**src/rtl/error_counter.sv**
```systemverilog
// rtl/error_counter.sv - phase-strobed signed error counter with synchronised plus/minus commands
module error_counter #(
  parameter int WIDTH       = 9,
  parameter int SYNC_STAGES = 2
) (
  input  logic                    clk,
  input  logic                    rst,
  input  logic                    FAZ2HI,
  input  logic                    FAZ4HI,
  input  logic                    EEC,
  input  logic                    ECPLS,
  input  logic                    ECMNS,
  output logic signed [WIDTH-1:0] ECNT,
  output logic                    ECZERO,
  output logic                    ECSAT,
  output logic                    ECACK
);

  typedef enum logic [1:0] {IDLE, ARMED, RUN} state_t;

  localparam logic signed [WIDTH-1:0] CNT_MAX = {1'b0, {(WIDTH-1){1'b1}}};
  localparam logic signed [WIDTH-1:0] CNT_MIN = {1'b1, {(WIDTH-1){1'b0}}};
  localparam logic signed [WIDTH-1:0] CNT_ONE = {{(WIDTH-1){1'b0}}, 1'b1};

  state_t                   state;
  logic [SYNC_STAGES-1:0]   pls_sync, mns_sync;
  logic                     pls_prev, mns_prev;
  logic                     faz2_prev, faz4_prev;
  logic                     pend_pls, pend_mns;
  logic                     samp_pls, samp_mns;
  logic                     ack_pend;

  logic                     pls_edge, mns_edge, faz2_rise, faz4_rise;
  logic signed [WIDTH-1:0]  cnt_next;
  logic                     sat_set, applied;

  assign pls_edge  = pls_sync[SYNC_STAGES-1] & ~pls_prev;
  assign mns_edge  = mns_sync[SYNC_STAGES-1] & ~mns_prev;
  assign faz2_rise = FAZ2HI & ~faz2_prev;
  assign faz4_rise = FAZ4HI & ~faz4_prev;

  // Only an exclusive plus or minus sample moves the count; a step past a limit is dropped.
  always_comb begin
    cnt_next = ECNT;
    sat_set  = 1'b0;
    applied  = 1'b0;
    if (!EEC) begin
      cnt_next = '0;
    end else if (state == RUN && faz4_rise && (samp_pls ^ samp_mns)) begin
      if (samp_pls) begin
        if (ECNT == CNT_MAX) sat_set = 1'b1;
        else begin
          cnt_next = ECNT + CNT_ONE;
          applied  = 1'b1;
        end
      end else begin
        if (ECNT == CNT_MIN) sat_set = 1'b1;
        else begin
          cnt_next = ECNT - CNT_ONE;
          applied  = 1'b1;
        end
      end
    end
  end

  always_ff @(posedge clk) begin
    if (rst) begin
      state     <= IDLE;
      pls_sync  <= '0;
      mns_sync  <= '0;
      pls_prev  <= 1'b0;
      mns_prev  <= 1'b0;
      faz2_prev <= 1'b0;
      faz4_prev <= 1'b0;
      pend_pls  <= 1'b0;
      pend_mns  <= 1'b0;
      samp_pls  <= 1'b0;
      samp_mns  <= 1'b0;
      ack_pend  <= 1'b0;
      ECNT      <= '0;
      ECZERO    <= 1'b1;
      ECSAT     <= 1'b0;
      ECACK     <= 1'b0;
    end else begin
      pls_sync  <= SYNC_STAGES'({pls_sync, ECPLS});
      mns_sync  <= SYNC_STAGES'({mns_sync, ECMNS});
      pls_prev  <= pls_sync[SYNC_STAGES-1];
      mns_prev  <= mns_sync[SYNC_STAGES-1];
      faz2_prev <= FAZ2HI;
      faz4_prev <= FAZ4HI;
      ECNT      <= cnt_next;
      ECZERO    <= (cnt_next == '0);
      ack_pend  <= applied;
      ECACK     <= ack_pend;
      if (!EEC) begin
        state    <= IDLE;
        pend_pls <= 1'b0;
        pend_mns <= 1'b0;
        samp_pls <= 1'b0;
        samp_mns <= 1'b0;
        ECSAT    <= 1'b0;
      end else begin
        if (sat_set) ECSAT <= 1'b1;
        case (state)
          IDLE: state <= ARMED;
          ARMED: begin
            if (faz2_rise) begin
              // An edge landing on the sample strobe stays pending for the next cycle.
              samp_pls <= pend_pls;
              samp_mns <= pend_mns;
              pend_pls <= pls_edge;
              pend_mns <= mns_edge;
              state    <= RUN;
            end else begin
              pend_pls <= pend_pls | pls_edge;
              pend_mns <= pend_mns | mns_edge;
            end
          end
          RUN: begin
            pend_pls <= pend_pls | pls_edge;
            pend_mns <= pend_mns | mns_edge;
            if (faz4_rise) begin
              samp_pls <= 1'b0;
              samp_mns <= 1'b0;
              state    <= ARMED;
            end
          end
          default: state <= IDLE;
        endcase
      end
    end
  end

endmodule

```
**config.mk**
```make
export PLATFORM = sky130hd
export DESIGN_NAME = error_counter
export DESIGN_NICKNAME = d
export VERILOG_FILES = /design/src/rtl/error_counter.sv
export SDC_FILE = /design/constraint.sdc
export NUM_CORES = 1
export LEC_CHECK = 0
export ABC_AREA = 0
export CAP_MARGIN = 20
export CELL_PAD_IN_SITES_DETAIL_PLACEMENT = 2
export CELL_PAD_IN_SITES_GLOBAL_PLACEMENT = 2
export CORE_MARGIN = 4
export CORE_UTILIZATION = 35
export CTS_BUF_LIST = sky130_fd_sc_hd__clkbuf_16
export DETAILED_ROUTE_END_ITERATION = 8
export PLACE_DENSITY = 0.95
export SLEW_MARGIN = 5
export SYNTH_ARGS = -nofsm -noshare
export SYNTH_HDL_FRONTEND = slang
export SYNTH_SLANG_ARGS = --single-unit
```
**constraint.sdc**
```tcl
create_clock -name clk -period 6.2 [get_ports clk]
set_clock_uncertainty 0.2 [all_clocks]
set_input_delay 0.93 -clock clk [delete_from_list [all_inputs] [get_ports clk]]
set_output_delay 0.93 -clock clk [all_outputs]
set_load 0.02 [all_outputs]
```
==> flow_metrics.tcl <==
set metrics [dict create \
    cp-start-kind "primary input" \
    grt_max_degree 19 \
    critPathMaxFanout 5 \
    core_area_um2 4000 \
    clk_path_buf_depth 2 \
    avgSynthCellArea_um2 8.59 \
    grt_overflow_total 0 \
    ys.flop_type "dfxtp_1" \
    ys_seq_elements 27 \
    maxCapViolCount 0 \
    drc 0 \
    ctsHoldBuffers 0 \
    end_kind "register" \
    die_h_um 72.4 \
    dr.pass1.iters 4 \
    rsz0062_at_grt "false" \
    period_share 0.514 \
    crit_chain "clkdlybuf4s50_1 > nand3b_1 > nor3b_1 > nor3_1 > a21boi_1 > xnor2_1 > a21oi_1 > a41o_1" \
    drive_gt1_frac 0.0710 \
    synth_cell_types 45 \
    final_common_cell "dfxtp_1" \
    finalHoldViolCount 0 \
    max_stage_delay_ns 0.51 \
    wl_mm 5.04 \
    syn_area_um2 1450 \
    met1_length_mm 2.07 \
    nNetsFinal 196 \
    crit_type "in -> reg" \
    cts_tree "built" \
    syn_nets 181 \
    grt_pass1_wl_mm 8.43 \
    root_buffer "clkbuf_16" \
    p_per_area_nw_per_um2 203 \
    worstSkewPairLatency_ns 0.27 \
    fillers 441 \
    synth_area_leaders "dfxtp_1 37%, nor2_1 5.7%, nor2b_1 5.2%" \
    pre_cts_ws_ns 2.80 \
    outcome "completed" \
    static-leakage-power_nw 0.636 \
    post_drt_wl_per_cell_um 21.6 \
    vias 1362 \
    wl_met3_um 150 \
    vdd_drop_max_v 0.000163 \
    diodes 0 \
    area_delta_synth_final_pct 19.1 \
    async_flop_share 0 \
    cp_data_arrival_time_ns 3.15 \
    dpl_cell_area_um2 1650 \
    slew_violations 0 \
    min_path_type "reg -> reg" \
    clock-sinks 27 \
    cts.clk_slew.worst_paths_ns 0.07 \
    hpwl_mm 3.37 \
    cts_buffers 3 \
    period_minus_slack_ns 3.19 \
    tns_ns 0 \
    postRouteAntennaNets 0 \
    io_pins 19 \
    dieWidth_um 72.4 \
    dieArea_um2 5240 \
    cts-resized-gates 0 \
    synth.top_cell.area_share 0.372 \
    io_buffers 18 \
    maxSlewHeadroom 0.521 \
    postCtsSetupRepairBufs 0 \
    worst_slew_pin_slew_ns 0.716 \
    ys_warn_count 0 \
    gr-usage-all-layers 0.209 \
    row_count 23 \
    finalInstanceArea_um2 1730 \
    htreeDepth 1 \
    final_cell_mix "27 x dfxtp_1, 22 x nor2_1, 18 x clkdlybuf4s50_1" \
    initial_utilization 0.363 \
    timing.final.ws_setup_ns 3.01 \
    vias_per_cell 5.85 \
    final_util 0.432 \
    yosysTopAreaCell "dfxtp_1" \
    finalSetupViolCount 0 \
    fmax_ghz 0.314 \
    cp.required_ns 6.16 \
    gp_congestion 0.844 \
    antenna_found_initial 0 \
    synthCells 169 \
    yosysSeqAreaShare 0.372 \
    drtIter0Drc 108 \
    grt_pass1_vias 1544 \
    wl_met2_mm 2.60 \
    highest_layer "met4" \
    worst_path_max_delay_cell "clkdlybuf4s50_1" \
    synth-edff-count 0 \
]
==> path summary, 6_finish.rpt <==
kind / from / endpoint / slack [ns] / cells past startpoint
hold reg to reg: mns_sync[0] / mns_sync[1] / 0.26 / 1
setup reg to reg: state[0] / ECZERO / 3.45 / 9
setup / recovery: FAZ4HI / ECZERO / 3.01 / 8
hold / removal: mns_sync[0] / mns_sync[1] / 0.26 / 1
==> worst max-delay path: cells and delay by family <==
family | cells | cell delay, ns
compound gates | 3 | 0.66
xor+xnor | 1 | 0.20
buf+inv | 1 | 0.51
simple gates | 3 | 0.84
==> kinds of logic after synthesis <==
logic type      share of synthesized area
simple gates                        0.305
compound gates                      0.187
flops                               0.372
buf+inv                            0.0483
xor+xnor                           0.0362
fa+ha+maj                          0.0431
mux                               0.00776
==> per-layer routing <==
metal,up-vias,GRT usage
li1,624,-
met2,31,0.358
met4,0,0.113
met5,-,0
met1,687,0.245
met3,20,0.0388
==> registers in the layout (all words and copies together), names as in the netlist, 2 cells and up <==
register / count
ECNT: 9
mns_sync: 2
pls_sync: 2
state: 2
==> power breakdown <==
part	leakage [nW]	internal (mW)	switching, mW
clock network	0.0371	0.0879	0.0640
logic	0.380	0.00862	0.0128
registers	0.219	0.176	0.00151
total	0.636	0.273	0.0784
==> area by class of cell <==
type	instances	area, um2	share of cell area
clock inverters	1	7.51	0.00434
flip-flops and latches	27	541	0.313
clock buffers	3	75.1	0.0434
inverters	6	22.5	0.0130
repair buffers	18	180	0.104
well taps	50	62.6	0.0362
multi-input cells	128	841	0.486
==> Yosys cell counts (2+ instances only) <==
cell type	count
buf_2	2
and3_1	4
and4_1	2
a22oi_1	3
a21oi_1	12
nor3b_1	5
nand4_1	4
nor2b_1	12
ha_1	5
xor2_1	2
xnor2_1	4
nand2_1	12
nor3_1	3
dfxtp_1	27
inv_1	6
o21ai_1	2
a21boi_1	3
buf_6	2
clkbuf_1	4
a211oi_1	2
nor2_1	22
and2_1	2
o21ai_0	3
a31oi_1	2
nand2b_1	4
==> per-stage QoR <==
stage	hold WS, ns	power, mW	instances
2_1_floorplan	0.214	0.193	169
3_3_place_gp	0.230	0.200	229
3_5_place_dp	0.242	0.202	229
4_1_cts	0.264	0.353	233
5_1_grt	0.272	0.366	233
6_report	0.263	0.351	233
Power figures use the tool's default switching activity.
